### src/rtl/gold_seq_pkg.sv
// Shared constants and helpers for the 38.211 Gold-sequence generator.
package gold_seq_pkg;

  localparam int unsigned NC     = 1600;
  localparam int unsigned LFSR_N = 31;

  // Feedback taps: x1(n+31) = x1(n+3)^x1(n), x2(n+31) = x2(n+3)^x2(n+2)^x2(n+1)^x2(n)
  localparam logic [LFSR_N-1:0] X1_TAPS = 31'h0000_0009;
  localparam logic [LFSR_N-1:0] X2_TAPS = 31'h0000_000F;

  localparam logic [1:0] ST_IDLE   = 2'd0;
  localparam logic [1:0] ST_WARMUP = 2'd1;
  localparam logic [1:0] ST_STREAM = 2'd2;

  // PBCH DMRS c_init; the largest value (0x3F0203) fits comfortably in 31 bits.
  function automatic logic [LFSR_N-1:0] pbch_c_init(input logic [9:0] n_id,
                                                    input logic [2:0] ibar);
    logic [LFSR_N-1:0] ib;
    logic [LFSR_N-1:0] nq;
    ib = LFSR_N'(ibar) + 31'd1;
    nq = LFSR_N'(n_id[9:2]) + 31'd1;
    return ((ib * nq) << 11) + (ib << 6) + LFSR_N'(n_id[1:0]);
  endfunction

endpackage

### src/rtl/gold_lfsr_step.sv
// Advances the x1/x2 LFSR pair by STEP positions and emits the STEP output
// bits c at the advanced position (so they line up with the new state).
module gold_lfsr_step
  import gold_seq_pkg::*;
#(
  parameter int unsigned STEP = 2
) (
  input  logic [LFSR_N-1:0] x1_i,
  input  logic [LFSR_N-1:0] x2_i,
  output logic [LFSR_N-1:0] x1_o,
  output logic [LFSR_N-1:0] x2_o,
  output logic [STEP-1:0]   c_o
);

  logic [LFSR_N-1:0] x1_v;
  logic [LFSR_N-1:0] x2_v;

  // Bit 0 of each register is the oldest sample x(n); new bits enter at the top.
  always_comb begin
    x1_v = x1_i;
    x2_v = x2_i;
    c_o  = '0;
    for (int j = 0; j < STEP; j++) begin
      x1_v = {^(x1_v & X1_TAPS), x1_v[LFSR_N-1:1]};
      x2_v = {^(x2_v & X2_TAPS), x2_v[LFSR_N-1:1]};
    end
    x1_o = x1_v;
    x2_o = x2_v;
    for (int j = 0; j < STEP; j++) begin
      c_o[j] = x1_v[0] ^ x2_v[0];
      x1_v   = {^(x1_v & X1_TAPS), x1_v[LFSR_N-1:1]};
      x2_v   = {^(x2_v & X2_TAPS), x2_v[LFSR_N-1:1]};
    end
  end

endmodule

### src/rtl/gold_seq_gen.sv
// Gold-sequence generator: c(n) = x1(n+1600) ^ x2(n+1600), OUT_W bits per beat
// on an AXI-stream output with backpressure and tlast.
module gold_seq_gen
  import gold_seq_pkg::*;
#(
  parameter int unsigned OUT_W   = 2,
  parameter int unsigned MAX_LEN = 288,
  parameter int unsigned LEN_W   = $clog2(MAX_LEN + 1)
) (
  input  logic              clk_i,
  input  logic              reset_i,
  input  logic              start_i,
  input  logic              mode_i,
  input  logic [9:0]        N_id_i,
  input  logic [2:0]        ibar_SSB_i,
  input  logic [30:0]       c_init_i,
  input  logic [LEN_W-1:0]  len_i,
  output logic              busy_o,
  output logic [OUT_W-1:0]  m_axis_out_tdata,
  output logic              m_axis_out_tvalid,
  input  logic              m_axis_out_tready,
  output logic              m_axis_out_tlast
);

  localparam int unsigned WARM_CYC  = NC / OUT_W;
  localparam int unsigned WCNT_W    = $clog2(WARM_CYC);
  localparam int unsigned MAX_BEATS = MAX_LEN / OUT_W;
  localparam int unsigned BEAT_W    = $clog2(MAX_BEATS + 1);
  localparam int unsigned OUT_SH    = $clog2(OUT_W);

  logic [1:0]        state_q,  state_d;
  logic [WCNT_W-1:0] wcnt_q,   wcnt_d;
  logic [BEAT_W-1:0] rem_q,    rem_d;
  logic [LFSR_N-1:0] x1_q,     x1_d;
  logic [LFSR_N-1:0] x2_q,     x2_d;
  logic [OUT_W-1:0]  tdata_q,  tdata_d;
  logic              tvalid_q, tvalid_d;
  logic              tlast_q,  tlast_d;
  logic              busy_q,   busy_d;

  logic [LFSR_N-1:0] x1_adv;
  logic [LFSR_N-1:0] x2_adv;
  logic [OUT_W-1:0]  c_adv;
  logic              len_ok;
  logic              start_ok;
  logic [LFSR_N-1:0] c_init_sel;
  logic [BEAT_W-1:0] len_beats;

  gold_lfsr_step #(.STEP(OUT_W)) u_step (
    .x1_i (x1_q),
    .x2_i (x2_q),
    .x1_o (x1_adv),
    .x2_o (x2_adv),
    .c_o  (c_adv)
  );

  // Unusable lengths make start_i a no-op, even while a run is in progress.
  assign len_ok     = (len_i != '0) && ((len_i & LEN_W'(OUT_W - 1)) == '0)
                      && (len_i <= LEN_W'(MAX_LEN));
  assign start_ok   = start_i && len_ok;
  assign c_init_sel = mode_i ? c_init_i : pbch_c_init(N_id_i, ibar_SSB_i);
  assign len_beats  = BEAT_W'(len_i >> OUT_SH);

  always_comb begin : next_state
    state_d  = state_q;
    wcnt_d   = wcnt_q;
    rem_d    = rem_q;
    x1_d     = x1_q;
    x2_d     = x2_q;
    tdata_d  = tdata_q;
    tvalid_d = tvalid_q;
    tlast_d  = tlast_q;

    case (state_q)
      ST_IDLE: ;
      ST_WARMUP: begin
        x1_d   = x1_adv;
        x2_d   = x2_adv;
        wcnt_d = wcnt_q + WCNT_W'(1);
        if (wcnt_q == WCNT_W'(WARM_CYC - 1)) begin
          state_d  = ST_STREAM;
          tvalid_d = 1'b1;
          tdata_d  = c_adv;
          tlast_d  = (rem_q == '0);
        end
      end
      ST_STREAM: begin
        // tdata_q always holds the bits at the current LFSR position.
        if (tvalid_q && m_axis_out_tready) begin
          if (tlast_q) begin
            state_d  = ST_IDLE;
            tvalid_d = 1'b0;
            tlast_d  = 1'b0;
          end else begin
            x1_d    = x1_adv;
            x2_d    = x2_adv;
            tdata_d = c_adv;
            rem_d   = rem_q - BEAT_W'(1);
            tlast_d = (rem_q == BEAT_W'(1));
          end
        end
      end
      default: state_d = ST_IDLE;
    endcase

    if (start_ok) begin
      state_d  = ST_WARMUP;
      wcnt_d   = '0;
      rem_d    = len_beats - BEAT_W'(1);
      x1_d     = LFSR_N'(1);
      x2_d     = c_init_sel;
      tvalid_d = 1'b0;
      tlast_d  = 1'b0;
    end

    busy_d = (state_d != ST_IDLE);
  end

  always_ff @(posedge clk_i) begin : regs
    if (reset_i) begin
      state_q  <= ST_IDLE;
      wcnt_q   <= '0;
      rem_q    <= '0;
      x1_q     <= LFSR_N'(1);
      x2_q     <= '0;
      tdata_q  <= '0;
      tvalid_q <= 1'b0;
      tlast_q  <= 1'b0;
      busy_q   <= 1'b0;
    end else begin
      state_q  <= state_d;
      wcnt_q   <= wcnt_d;
      rem_q    <= rem_d;
      x1_q     <= x1_d;
      x2_q     <= x2_d;
      tdata_q  <= tdata_d;
      tvalid_q <= tvalid_d;
      tlast_q  <= tlast_d;
      busy_q   <= busy_d;
    end
  end

  assign busy_o            = busy_q;
  assign m_axis_out_tdata  = tdata_q;
  assign m_axis_out_tvalid = tvalid_q;
  assign m_axis_out_tlast  = tlast_q;

endmodule

### config.mk
export PLATFORM = sky130hd
export DESIGN_NAME = gold_seq_gen
export DESIGN_NICKNAME = d
export VERILOG_FILES = /design/src/rtl/gold_seq_pkg.sv /design/src/rtl/gold_lfsr_step.sv /design/src/rtl/gold_seq_gen.sv
export SDC_FILE = /design/constraint.sdc
export NUM_CORES = 1
export LEC_CHECK = 0
export CELL_PAD_IN_SITES_DETAIL_PLACEMENT = 1
export CELL_PAD_IN_SITES_GLOBAL_PLACEMENT = 1
export CORE_AREA = 2 2 119 121
export CTS_CLUSTER_DIAMETER = 50
export CTS_CLUSTER_SIZE = 25
export DETAILED_ROUTE_END_ITERATION = 10
export DIE_AREA = 0 0 121 123
export GPL_ROUTABILITY_DRIVEN = 1
export PLACE_DENSITY = 0.9
export REMOVE_ABC_BUFFERS = 1
export SETUP_SLACK_MARGIN = 0.2
export SLEW_MARGIN = 20
export SYNTH_ARGS = -nofsm -noshare
export SYNTH_HDL_FRONTEND = slang
export SYNTH_HIERARCHICAL = 1
export SYNTH_SLANG_ARGS = --single-unit
### constraint.sdc
create_clock -name clk_i -period 5.6 [get_ports clk_i]
set_input_delay 1.4 -clock clk_i [delete_from_list [all_inputs] [get_ports clk_i]]
set_output_delay 1.4 -clock clk_i [all_outputs]
set_load 0.05 [all_outputs]
; Word level (Yosys, flattened, before mapping)
; Index checks and enable logic that the tools add are counted.
[totals]
register_bits = 87
output_inout_bits = 5
[classes]
addsub = 7
mul = 1
order_cmp = 1
n_eq_ne = 11
muxes = 29
bitwise = 2
n_reduce_logical = 24
[ops]
columns = operator, n
row1 = 2-to-1 mux 31 bit, 6
row2 = one-hot mux 31 bit (2 select lines), 2
row3 = XOR reduction 31 bit, 4
row4 = 2-to-1 mux 8 bit, 4
row5 = adder 25 x 2 -> 26 bit, 1
row6 = adder 24 x 10 -> 25 bit, 1
row7 = "subtractor 8 x 1 -> 8 bit, second input constant", 2
row8 = 2-to-1 mux 2 bit, 7
row9 = multiplier 4 x 9 -> 13 bit, 1
row10 = AND reduction 3 bit, 4
row11 = "adder 10 x 1 -> 10 bit, second input constant", 1
row12 = "equality test 10 bit, second input constant", 1
row13 = "adder 8 x 1 -> 9 bit, second input constant", 1
row14 = "less-or-equal comparator 9 bit, second input constant", 1
row15 = logical NOT 9 bit, 1
row16 = nonzero test 9 bit, 1
row17 = "equality test 8 x 1 -> 1 bit, second input constant", 1
row18 = logical NOT 8 bit, 1
row19 = "inequality test 2 bit, second input constant", 4
row20 = AND reduction 4 bit, 2
row21 = nonzero test 2 bit, 4
row22 = 2-to-1 mux 1 bit, 6
row23 = "inequality test 3 bit, second input constant", 2
row24 = one-hot mux 2 bit (3 select lines), 1
row25 = 11 further kinds, 16

; Logic depth before layout (Yosys ltp)
; Gate-level depths: netlist of the first run.
[depth]
ltp_word = 6
mapped_depth = 16
depth_no_buf = 16

; Modules after synthesis
; Netlist of the first run, hierarchy kept.
[by_module_without_submodules]
columns = module, n_inst, cells_each, area_per_inst_um2
row1 = gold_seq_gen, 1, 650, 5119.9
row2 = gold_lfsr_step, 1, 67, 521.8

; Least setup slack after synthesis of the first run
; No wires, ideal clock.
[synth_timing]
kind = input -> register
from = in ibar_SSB_i[0]
to = reg x2_q[22]
setup_time_ns = 0.138
arrival_ns = 4.823
setup_slack_ns = 0.639
stages = 13
path_buffers = 0
cell_sequence = ha_1 -> xnor2_1 -> nor2_1 -> fa_1 -> inv_1 -> fa_1 -> inv_1 -> ha_1 -> a21o_1 -> a2111oi_0 -> a21oi_1 -> a2111oi_0 -> o22ai_1
[synth_between]
elab_chain_cells = 6
[synth_lines]
columns = item, line_no
row1 = start: declaration, gold_seq_gen.sv:15  ; input logic [2:0] ibar_SSB_i,
row2 = adder 3 x 1 -> 4 bit *, gold_seq_pkg.sv:20  ; ib = LFSR_N'(ibar) + 31'd1;
row3 = multiplier 4 x 9 -> 13 bit, gold_seq_pkg.sv:22  ; return ((ib * nq) << 11) + (ib << 6) + LFSR_N'(n_id[1:0]);
row4 = adder 24 x 10 -> 25 bit *, gold_seq_pkg.sv:22
row5 = adder 25 x 2 -> 26 bit *, gold_seq_pkg.sv:22
row6 = 2-to-1 mux 31 bit *, gold_seq_gen.sv:61  ; assign c_init_sel = mode_i ? c_init_i : pbch_c_init(N_id_i, ibar_SSB_i);
row7 = 2-to-1 mux 31 bit *, gold_seq_gen.sv:106  ; if (start_ok) begin
row8 = end signal: assignment, gold_seq_gen.sv:125  ; x2_q <= '0;
row9 = end signal: assignment, gold_seq_gen.sv:135  ; x2_q <= x2_d;
row10 = end: declaration, gold_seq_gen.sv:35  ; logic [LFSR_N-1:0] x2_q, x2_d;
; Every way passes the cells marked *; elsewhere a longest branch is shown, timed or not.
; A chain may end at the register's enable or synchronous reset.

; Worst setup path in the final report of the first run
[layout_timing]
from = in N_id_i[3]
to = reg x2_q[23]
[layout_between]
elab_chain_cells = 6
[layout_lines]
columns = item, line_no
row1 = start: declaration, gold_seq_gen.sv:14  ; input logic [9:0] N_id_i,
row2 = adder 8 x 1 -> 9 bit, gold_seq_pkg.sv:21  ; nq = LFSR_N'(n_id[9:2]) + 31'd1;
row3 = multiplier 4 x 9 -> 13 bit, gold_seq_pkg.sv:22
row4 = adder 24 x 10 -> 25 bit, gold_seq_pkg.sv:22
row5 = adder 25 x 2 -> 26 bit, gold_seq_pkg.sv:22
row6 = 2-to-1 mux 31 bit, gold_seq_gen.sv:61
row7 = 2-to-1 mux 31 bit, gold_seq_gen.sv:106
; No other way between the ends.

==> Implementation_results.wiki, run 1 <==
{| class="wikitable"
! Metric !! Value
|-
| Final critical delay including setup and external delays || 5.22 ns
|-
| Top cell type's share of synthesized area || 30.9%
|-
| Arrival time of data at the critical path endpoint || ~5.5 ns
|-
| Hold Slack || 0.451 ns
|-
| Setup violations, final || 0
|-
| Fraction of registers with async set/reset || 0%
|-
| DRC marker count from the first detailed-route iteration || between 200 and 250
|-
| Htree depth || 3
|-
| Final design instance area without fill || 6300 um^2
|-
| Pins over their slew limit || 0
|-
| Setup tns final || 0 ns
|-
| Number of unique standard cell types used by synthesis || 57
|-
| Dominant combinational cell family by area after synthesis || simple AND/OR/NAND/NOR gates
|-
| Number of instances on the worst hold path || 2
|-
| Post-synthesis cell type with the largest combined area || dfxtp_1
|-
| Peak supply drop || 0.164 mV
|-
| Via count of the first global-routing pass || between 5000 and 6000
|-
| Max-cap viol count || 0
|-
| Share of cell area taken by muxes after synthesis || 1.09%
|-
| Layout overhead on the synthesized area || 11.6%
|-
| RSZ-0062 raised after global routing || no
|-
| Floorplan core area || 13600 um^2
|-
| GRT Total Usage || 19.3%
|-
| Required time of the critical path || 5.83 ns
|-
| Class of the tightest hold or removal check || flip-flop to flip-flop
|-
| Count of cells along the worst register-to-register path || 5
|-
| Final Instance Count excl. Fillers || 890
|-
| Simple-Gate Fraction of Synth Area || 21.5%
|-
| Area after detailed placement || 5970 um^2
|-
| Sequential area share after synthesis || between 30% and 40%
|-
| Worst-margin pin slew || between 0.9 and 1 ns
|-
| Horizontal extent of the die || 121 um
|-
| Number of top-level pins || 63
|-
| HPWL reported at the end of detailed placement || around 10000 um
|-
| Number of warnings issued by yosys || 6
|-
| Leakage power total || about 2.4 nW
|-
| Adder-cell area share of the yosys netlist || 10.1%
|-
| Synth Area in Compound Gates || 16.7%
|-
| Routed length per instance || 15.8 um
|-
| Setup Skew || 0.00690 ns
|-
| Hold Vio Cnt, Final || 0
|-
| ANT nets after route || 0
|-
| Final worst-path cycle share || between 90% and 100%
|-
| Chip height || about 120 um
|-
| # hold bufs at CTS || 0
|-
| Number of instances in the synthesized netlist || 717
|-
| Fraction of layout instances using a drive strength above 1 || 7.32%
|-
| Nature of the critical path endpoint || flip-flop
|-
| Area contributors post-synth || dfxtp_1 (31%), nand2_1 (9.2%), buf_4 (7.9%)
|-
| Number of DRC violations after detailed routing || 0
|-
| Post-Syn Area || 5640 um^2
|-
| Clock Root Buffer || clkbuf_16
|-
| Die ar. || 14900 um^2
|-
| Total inserted antenna cells || 0
|-
| Ys flop type || dfxtp_1
|-
| Count of flip-flops with a built-in enable after synthesis || 0
|-
| Fill cell count || about 1700
|-
| Vias after detailed routing || approximately 4700
|-
| Wirelength, routed || 14100 um
|-
| CTS tree || built
|-
| First-pass GRT wire length || ~23000 um
|-
| Effective utilization at floorplan || 41.4%
|-
| Dominant cell by count in the synthesized netlist || nand2_1
|-
| Port Buffer Count || 62
|-
| Maximum number of pins on one net before global-route repair || 54
|-
| Mean post-synth cell area || 7.87 um^2
|-
| First drt pass iteration count || 4
|-
| Clock buffers created by TritonCTS || 9
|-
| Net count of the finished layout || between 800 and 900
|-
| Power per Cell Area || ~250 nW/um^2
|-
| Xor and xnor area share after synthesis || 6.50%
|-
| Top cells by count, synth || nand2_1 (139), dfxtp_1 (87), nor2_1 (68)
|-
| Clock Path Buffers || 2
|-
| Critical path peak fanout || 4
|-
| Register bit count reported by yosys || 87
|-
| Weighted congestion reported at the end of routability-driven placement || 0.844
|-
| Crit path launch type || input port
|-
| Antenna violations before repair || 0
|-
| Result of the run || complete, no violations
|-
| Maximum clock frequency || approximately 190 MHz
|-
| Count of placed standard cells including taps || approximately 880
|-
| Post-route total power || 1.59 mW
|-
| Worst slew margin || between 30% and 40%
|-
| Sinks on Clock Net || 87
|-
| Crit Path Class || input port to flip-flop
|-
| Std cell rows || 43
|-
| Later-pin clock latency in the skew report || 0.35 ns
|-
| Clock-pin slew of the registers on the worst-case setup and hold paths || 0.06 ns
|-
| Via density per instance || about 5.3
|-
| Leftover overflow at the end of global routing || 0
|}
registers in the layout, summed over array words and instances (netlist names):
name	flops
wcnt_q	10
busy_o	1
x1_q	31
state_q	2
m_axis_out_tlast	1
x2_q	31
rem_q	8
m_axis_out_tvalid	1
m_axis_out_tdata	2
layer usage:
layer	global-route usage, %	up-vias	part of all wire (%)
met2	36.9	68	54
met3	3.37	22	2.5
met5	0	-	0
met1	21.1	2311	42
li1	-	2340	-
met4	7.34	0	1.9
cell usage in the layout, fill, tap and decap left out, types with 9 or more instances in the layout:
master	Yosys	layout
a211oi_1	18	18
a21oi_1	64	63
a311oi_1	26	26
buf_4	59	13
clkbuf_16	0	9
clkdlybuf4s50_1	0	61
dfxtp_1	87	87
fa_1	14	14
ha_1	23	23
inv_1	35	35
nand2_1	139	139
nand3_1	9	9
nor2_1	68	66
xnor2_1	13	10
xor2_1	27	26
critical path, cell delays in order:
cell and delay, ns:
clkdlybuf4s50_1 0.50, ha_1 0.24, nand3_1 0.18, nor2_2 0.23, xnor2_2 0.17, nor2_1 0.09, fa_1 0.49, inv_1 0.07
fa_1 0.53, inv_1 0.04, ha_1 0.36, nand3_1 0.13, a21oi_1 0.17, or3_1 0.17, a21oi_1 0.08, o2111a_1 0.25
o41a_1 0.35
area by class of cell:
type                            count  area [um^2]  area share (%)
Timing Repair Buffer               75          713            11.3
Clock inverter                      4         47.5           0.755
Tap cell                          180          225            3.58
Multi-Input combinational cell    497         3200            50.8
Inverter                           36          135            2.15
Clock buffer                       11          233            3.70
Sequential cell                    87         1740            27.7
per-stage QoR:
step | utilization (%) | setup WS (ns)
final | 46.3 | 0.379
after global routing | 46.3 | 0.153
after CTS | 45.9 | 0.344
after detailed placement | 43.9 | 0.0108
after global placement | 43.9 | 0.152
after floorplan | - | 0.374
path summary, 6_finish.rpt:
| path | start | to | slack [ns] |
|---|---|---|---|
| min reg2reg | x1_q[13] | x1_q[13] | 0.45 |
| min | x1_q[13] | x1_q[13] | 0.45 |
| max reg2reg | state_q[0] | x2_q[5] | 2.91 |
| max | N_id_i[3] | x2_q[23] | 0.38 |
power by group:
group          internal (mW)  switching [mW]  total [mW]
clock                  0.342           0.240       0.582
sequential             0.640          0.0152       0.655
combinational          0.154           0.198       0.351
timing repair:
action,in CTS,in global routing
setup buffers,0,0
endpoints found under the setup margin,0,4
resized for setup,0,9
kinds of logic (layout without fill, tap and decap cells):
group,count (synthesis),after routing
compound gates,139,139
xor+xnor,41,41
fa+ha+maj,37,37
buf+inv,133,126
flops,87,87
mux,6,6
simple gates,274,274
Note: power is estimated with default switching activity, not from simulation.
==> run 2: changes to the inputs <==
- clock period: 5.6 -> 5 ns (I/O delays scaled with it)
==> Implementation_results.wiki, run 2 (synthesized netlist as in run 1, its figures left out) <==
{| class="wikitable"
! Metric !! Value
|-
| Post-route total power || 2.01 mW (was 1.59 mW)
|-
| Total inserted antenna cells || 0 (unchanged)
|-
| CTS tree || built (unchanged)
|-
| Hold Slack || 0.455 ns (was 0.451 ns)
|-
| Fraction of layout instances using a drive strength above 1 || 13.6% (was 7.32%)
|-
| Setup Skew || 0.00971 ns (was 0.00690 ns)
|-
| Maximum number of pins on one net before global-route repair || 59 (was 54)
|-
| Area after detailed placement || 6150 um^2 (was 5970 um^2)
|-
| Final Instance Count excl. Fillers || 921 (was 890)
|-
| # hold bufs at CTS || 0 (unchanged)
|-
| Crit Path Class || input port to flip-flop (unchanged)
|-
| Sinks on Clock Net || 87 (unchanged)
|-
| Setup WS post-layout || 0.320 ns (was 0.379 ns)
|-
| Clock Path Buffers || 2 (unchanged)
|-
| Count of placed standard cells including taps || 899 (was 875)
|-
| Die ar. || 14900 um^2 (unchanged)
|-
| Max-cap viol count || 0 (unchanged)
|-
| RSZ-0062 raised after global routing || yes (was no)
|-
| Clock-pin slew of the registers on the worst-case setup and hold paths || 0.06 ns (about the same)
|-
| Power per Cell Area || 298 nW/um^2 (was 252 nW/um^2)
|-
| Layout overhead on the synthesized area || 19.5% (was 11.6%)
|-
| Final critical delay including setup and external delays || 4.68 ns
|-
| Chip height || 123 um (unchanged)
|-
| Maximum clock frequency || between 200 and 250 MHz
|-
| Top Registers || x1_q: 31 flops, x2_q: 31 flops, wcnt_q: 10 flops (unchanged)
|-
| HPWL reported at the end of detailed placement || 10900 um (was 10100 um)
|-
| Crit path launch type || input port (unchanged)
|-
| Antenna violations before repair || 0 (unchanged)
|-
| Via count of the first global-routing pass || 5437 (was 5025)
|-
| First drt pass iteration count || 5 (was 4)
|-
| Post-Place Worst Slack || -0.468 ns (was 0.0108 ns)
|-
| Final design instance area without fill || 6740 um^2 (was 6300 um^2)
|-
| Number of DRC violations after detailed routing || 0 (unchanged)
|-
| Effective utilization at floorplan || 41.4% (unchanged)
|-
| Clock Root Buffer || clkbuf_16 (unchanged)
|-
| Final worst-path cycle share || 93.6%
|-
| Most frequent cells in the layout || nand2_1 (139), dfxtp_1 (87), nor2_1 (65) (was nand2_1 (139), dfxtp_1 (87), nor2_1 (66))
|-
| Htree depth || 3 (unchanged)
|-
| Vias after detailed routing || 5004 (was 4741)
|-
| Arrival time of data at the critical path endpoint || 4.91 ns (was 5.46 ns)
|-
| Setup tns final || 0 ns (unchanged)
|-
| Peak supply drop || 0.184 mV (was 0.164 mV)
|-
| Via density per instance || 5.43 (was 5.33)
|-
| Number of top-level pins || 63 (unchanged)
|-
| Setup violations, final || 0 (unchanged)
|-
| Wirelength, routed || 16000 um (was 14100 um)
|-
| Clock buffers created by TritonCTS || 9 (unchanged)
|-
| Worst-margin pin slew || 0.916 ns (was 0.936 ns)
|-
| Floorplan core area || 13600 um^2 (unchanged)
|-
| Critical path peak fanout || 4 (unchanged)
|-
| Leakage power total || 2.58 nW (was 2.36 nW)
|-
| Routed length per instance || 17.4 um (was 15.8 um)
|-
| Hold Vio Cnt, Final || 0 (unchanged)
|-
| Post-layout util || 49.5% (was 46.3%)
|-
| Net count of the finished layout || 831 (was 801)
|-
| Later-pin clock latency in the skew report || 0.35 ns (about the same)
|-
| DRC marker count from the first detailed-route iteration || 288 (was 231)
|-
| Std cell rows || 43 (unchanged)
|-
| Class of the tightest hold or removal check || flip-flop to flip-flop (unchanged)
|-
| Weighted congestion reported at the end of routability-driven placement || 0.806 (was 0.844)
|-
| Most common cell after layout, fill and taps aside || nand2_1 (unchanged)
|-
| Leftover overflow at the end of global routing || 0 (unchanged)
|-
| Port Buffer Count || 62 (unchanged)
|-
| Horizontal extent of the die || 121 um (unchanged)
|-
| Required time of the critical path || 5.23 ns (was 5.83 ns)
|-
| Result of the run || complete, no violations (unchanged)
|-
| Pins over their slew limit || 0 (unchanged)
|-
| ANT nets after route || 0 (unchanged)
|-
| Worst slew margin || 38.9% (was 37.6%)
|-
| First-pass GRT wire length || 26000 um (was 23200 um)
|-
| GRT Total Usage || 21.9% (was 19.3%)
|-
| Nature of the critical path endpoint || flip-flop (unchanged)
|}
run 2: area by class of cell:
cell class,count,area (um^2)
multi-input combinational,497,3350
fill,1615,6870
clock buffer,9,225
sequential,87,1740
inverter,36,135
tap,180,225
clock inverter,7,120
timing repair buffer,105,943
run 2: worst paths after layout:
path              startpoint        to  slack (ns)  cells past startpoint
hold reg to reg     x1_q[20]  x1_q[20]        0.46                      2
hold / removal      x1_q[20]  x1_q[20]        0.46                      2
setup reg to reg  state_q[0]   x2_q[1]        2.35                      5
setup / recovery   N_id_i[2]  x2_q[21]        0.32                     15
run 2: worst max-delay path: stages:
cell           delay, ns
dlygate4sd2_1       0.27
buf_4               0.15
buf_4               0.14
or2_2               0.30
fa_1                0.53
inv_1               0.05
fa_1                0.52
inv_1               0.08
fa_2                0.40
nand2b_4            0.17
a21oi_4             0.16
nor2_1              0.07
a211o_1             0.33
xnor2_1             0.14
o311a_1             0.34
run 2: where the power goes:
part	switching [mW]	internal, mW
combinational	0.266	0.236
sequential	0.0178	0.716
clock	0.286	0.490
total	0.570	1.44
run 2: layer usage:
metal  vias up  GRT usage, %  wire length, um
met5         -             0                0
met1      2492          22.9             6370
met3        33          3.09              364
li1       2400             -                -
met2        79          43.6             8940
met4         0          8.43              345
run 2: timing repair:
action | CTS | global route
buffers inserted | 2 | 4
cloned | 0 | 0
endpoints found under the setup margin | 5 | 5
endpoints found under the hold margin | 0 | 0
pin swaps | 4 | 3
gates resized for setup | 26 | 14
==> run 3: changes to the inputs <==
- ABC_CLOCK_PERIOD_IN_PS: default -> 4250
- CORE_AREA: 2 2 119 121 -> 4 4 127 129
- DIE_AREA: 0 0 121 123 -> 0 0 131 133
- PLACE_DENSITY: 0.9 -> 0.87
- clock period: 5 -> 4.25 ns (I/O delays scaled with it)
==> Implementation_results.wiki, run 3 (synthesized netlist as in run 1, its figures left out) <==
{| class="wikitable"
! Metric !! Value
|-
| Peak supply drop || 0.140 mV (was 0.184 mV)
|-
| DRC marker count from the first detailed-route iteration || 226 (was 288)
|-
| Pins over their slew limit || 0 (unchanged)
|-
| GRT Total Usage || 17.5% (was 21.9%)
|-
| # hold bufs at CTS || 0 (unchanged)
|-
| Relative contribution of sequential cells to total power || 38.3% (was 36.5%)
|-
| Arrival time of data at the critical path endpoint || 4.41 ns (was 4.91 ns)
|-
| Crit Path Class || input port to flip-flop (unchanged)
|-
| Reg2Reg Capture Point || x2_q[3] (was x2_q[1])
|-
| Std cell rows || 45 (was 43)
|-
| Count of cells along the worst register-to-register path || 5 (unchanged)
|-
| Floorplan core area || 15000 um^2 (was 13600 um^2)
|-
| Chip height || 133 um (was 123 um)
|-
| Critical path peak fanout || 4 (unchanged)
|-
| Setup tns final || 0 ns (unchanged)
|-
| Leakage power total || 2.63 nW (was 2.58 nW)
|-
| Wirelength, routed || 15200 um (was 16000 um)
|-
| Post-route total power || 2.25 mW (was 2.01 mW)
|-
| Via count of the first global-routing pass || 5226 (was 5437)
|-
| Final worst-path cycle share || 98.3%
|-
| Cell-internal power || 1.56 mW (was 1.44 mW)
|-
| RSZ-0062 raised after global routing || yes (unchanged)
|-
| Hold Vio Cnt, Final || 0 (unchanged)
|-
| Worst slew margin || 37.2% (was 38.9%)
|-
| ANT nets after route || 0 (unchanged)
|-
| Clock buffers created by TritonCTS || 9 (unchanged)
|-
| Later-pin clock latency in the skew report || 0.35 ns (about the same)
|-
| First drt pass iteration count || 4 (was 5)
|-
| Effective utilization at floorplan || 37.5% (was 41.4%)
|-
| Number of top-level pins || 63 (unchanged)
|-
| Vias after detailed routing || 4949 (was 5004)
|-
| Number of instances on the worst hold path || 2 (unchanged)
|-
| Class of the tightest hold or removal check || flip-flop to flip-flop (unchanged)
|-
| Maximum number of pins on one net before global-route repair || 52 (was 59)
|-
| Fill cell count || 1755 (was 1615)
|-
| HPWL reported at the end of detailed placement || 10100 um (was 10900 um)
|-
| Most frequent cells in the layout || nand2_1 (138), dfxtp_1 (87), nor2_1 (62) (was nand2_1 (139), dfxtp_1 (87), nor2_1 (65))
|-
| Layout overhead on the synthesized area || 23.4% (was 19.5%)
|-
| Via density per instance || 5.26 (was 5.43)
|-
| Leftover overflow at the end of global routing || 0 (unchanged)
|-
| Setup Skew || 0.00533 ns (was 0.00971 ns)
|-
| Power per Cell Area || 324 nW/um^2 (was 298 nW/um^2)
|-
| Launch instance of the worst register-to-register path || state_q[0] (unchanged)
|-
| Nature of the critical path endpoint || flip-flop (unchanged)
|-
| Clock-pin slew of the registers on the worst-case setup and hold paths || 0.06 ns (about the same)
|-
| Clock Root Buffer || clkbuf_16 (unchanged)
|-
| Most common cell after layout, fill and taps aside || nand2_1 (unchanged)
|-
| First-pass GRT wire length || 25000 um (was 26000 um)
|-
| Crit path launch type || input port (unchanged)
|-
| Net count of the finished layout || 843 (was 831)
|-
| Post-Place Worst Slack || -1.06 ns (was -0.468 ns)
|-
| Required time of the critical path || 4.48 ns (was 5.23 ns)
|-
| Maximum clock frequency || 239 MHz
|-
| Total inserted antenna cells || 0 (unchanged)
|-
| Net switching component of the power || 0.693 mW (was 0.570 mW)
|-
| Fraction of power spent switching nets || 30.8% (was 28.3%)
|-
| CTS tree || built (unchanged)
|-
| Register-to-register path setup slack || 1.95 ns (was 2.35 ns)
|-
| Sinks on Clock Net || 87 (unchanged)
|-
| Max-cap viol count || 0 (unchanged)
|-
| Port Buffer Count || 62 (unchanged)
|-
| Logic pwr share || 28.6% (was 25.0%)
|-
| Setup violations, final || 0 (unchanged)
|-
| Antenna violations before repair || 0 (unchanged)
|-
| Routed length per instance || 16.1 um (was 17.4 um)
|-
| Final critical delay including setup and external delays || 4.18 ns
|-
| Sink of the worst hold path || x1_q[12] (was x1_q[20])
|-
| Horizontal extent of the die || 131 um (was 121 um)
|-
| Die ar. || 17400 um^2 (was 14900 um^2)
|-
| Post-layout util || 46.3% (was 49.5%)
|-
| Number of DRC violations after detailed routing || 0 (unchanged)
|-
| Min-delay src || x1_q[12] (was x1_q[20])
|-
| Top Registers || x1_q: 31 flops, x2_q: 31 flops, wcnt_q: 10 flops (unchanged)
|-
| Setup WS post-layout || 0.0703 ns (was 0.320 ns)
|-
| Clock Path Buffers || 2 (unchanged)
|-
| Fraction of layout instances using a drive strength above 1 || 19.8% (was 13.6%)
|-
| Weighted congestion reported at the end of routability-driven placement || 0.800 (was 0.806)
|-
| Worst-margin pin slew || 0.941 ns (was 0.916 ns)
|-
| Htree depth || 3 (unchanged)
|-
| Result of the run || complete, no violations (unchanged)
|-
| Power share of the clock group || 33.1% (was 38.5%)
|}
==> run 3: cell types whose count changed in the layout (fill, tap and decap cells not counted), moves of 4 or more <==
cell / before / now
ha_1: 19 / 15
buf_4: 43 / 51
buf_2: 1 / 5
clkdlybuf4s50_1: 54 / 50
buf_6: 0 / 5
inv_2: 0 / 10
inv_1: 35 / 25
==> run 3: how the worst max path moves through the flow <==
stage                     cells after the start     startpoint        to  slack (ns)
after floorplan                               6       len_i[1]    busy_o       -0.64
after global placement                       16  ibar_SSB_i[0]  x2_q[22]       -0.81
after detailed placement                     15      N_id_i[3]  x2_q[22]       -1.06
after CTS                                    15  ibar_SSB_i[1]  x2_q[21]        0.17
after global routing                         15      N_id_i[2]  x2_q[23]       -0.03
final                                        15      N_id_i[2]  x2_q[23]        0.07
==> run 3: layout make-up <==
cell class | instances | area, um^2 | share of cell area (%)
Multi-Input combinational cell | 497 | 3530 | 50.7
Sequential cell | 87 | 1740 | 25.0
Timing Repair Buffer | 117 | 1040 | 15.0
Tap cell | 188 | 235 | 3.38
Clock buffer | 11 | 233 | 3.34
Inverter | 36 | 135 | 1.94
Clock inverter | 5 | 41.3 | 0.593
==> run 3: layer usage <==
metal	global-route usage, %	share of wire [%]
met1	20.9	43
met2	31.3	51
met3	2.22	3.7
met4	7.14	2.8
met5	0	0
==> run 3: power groups by stage <==
stage	combinational (mW)	sequential [mW]	clock, mW
finish	0.645	0.863	0.747
detailed placement	0.505	0.880	0
global placement	0.484	0.879	0
floorplan	0.277	0.877	0
global route	0.712	0.866	0.785
CTS	0.601	0.862	0.762
==> run 3: through the flow <==
step | hold slack (ns) | area [um^2] | cells
after global placement | 0.440 | 6240 | 916
after detailed placement | 0.447 | 6240 | 916
after floorplan | 0.432 | 5030 | 620
after global routing | 0.477 | 6960 | 941
final | 0.453 | 6960 | 941
after CTS | 0.457 | 6850 | 940
==> run 3: worst max-delay path, cell delays in order <==
cell	delay (ns)
buf_8	0.10
buf_6	0.11
buf_4	0.14
or2_4	0.23
fa_1	0.57
inv_2	0.05
fa_1	0.59
inv_2	0.06
fa_2	0.33
nand2b_4	0.16
a21oi_4	0.13
or3_4	0.14
a21oi_1	0.09
o2111a_1	0.26
o41a_1	0.37
==> run 3: timing repair <==
action,4_1_cts,5_1_grt
resized for setup,97,25
setup endpoints to repair,10,6
gates cloned,0,0
pin swaps,36,26
setup buffers,8,1
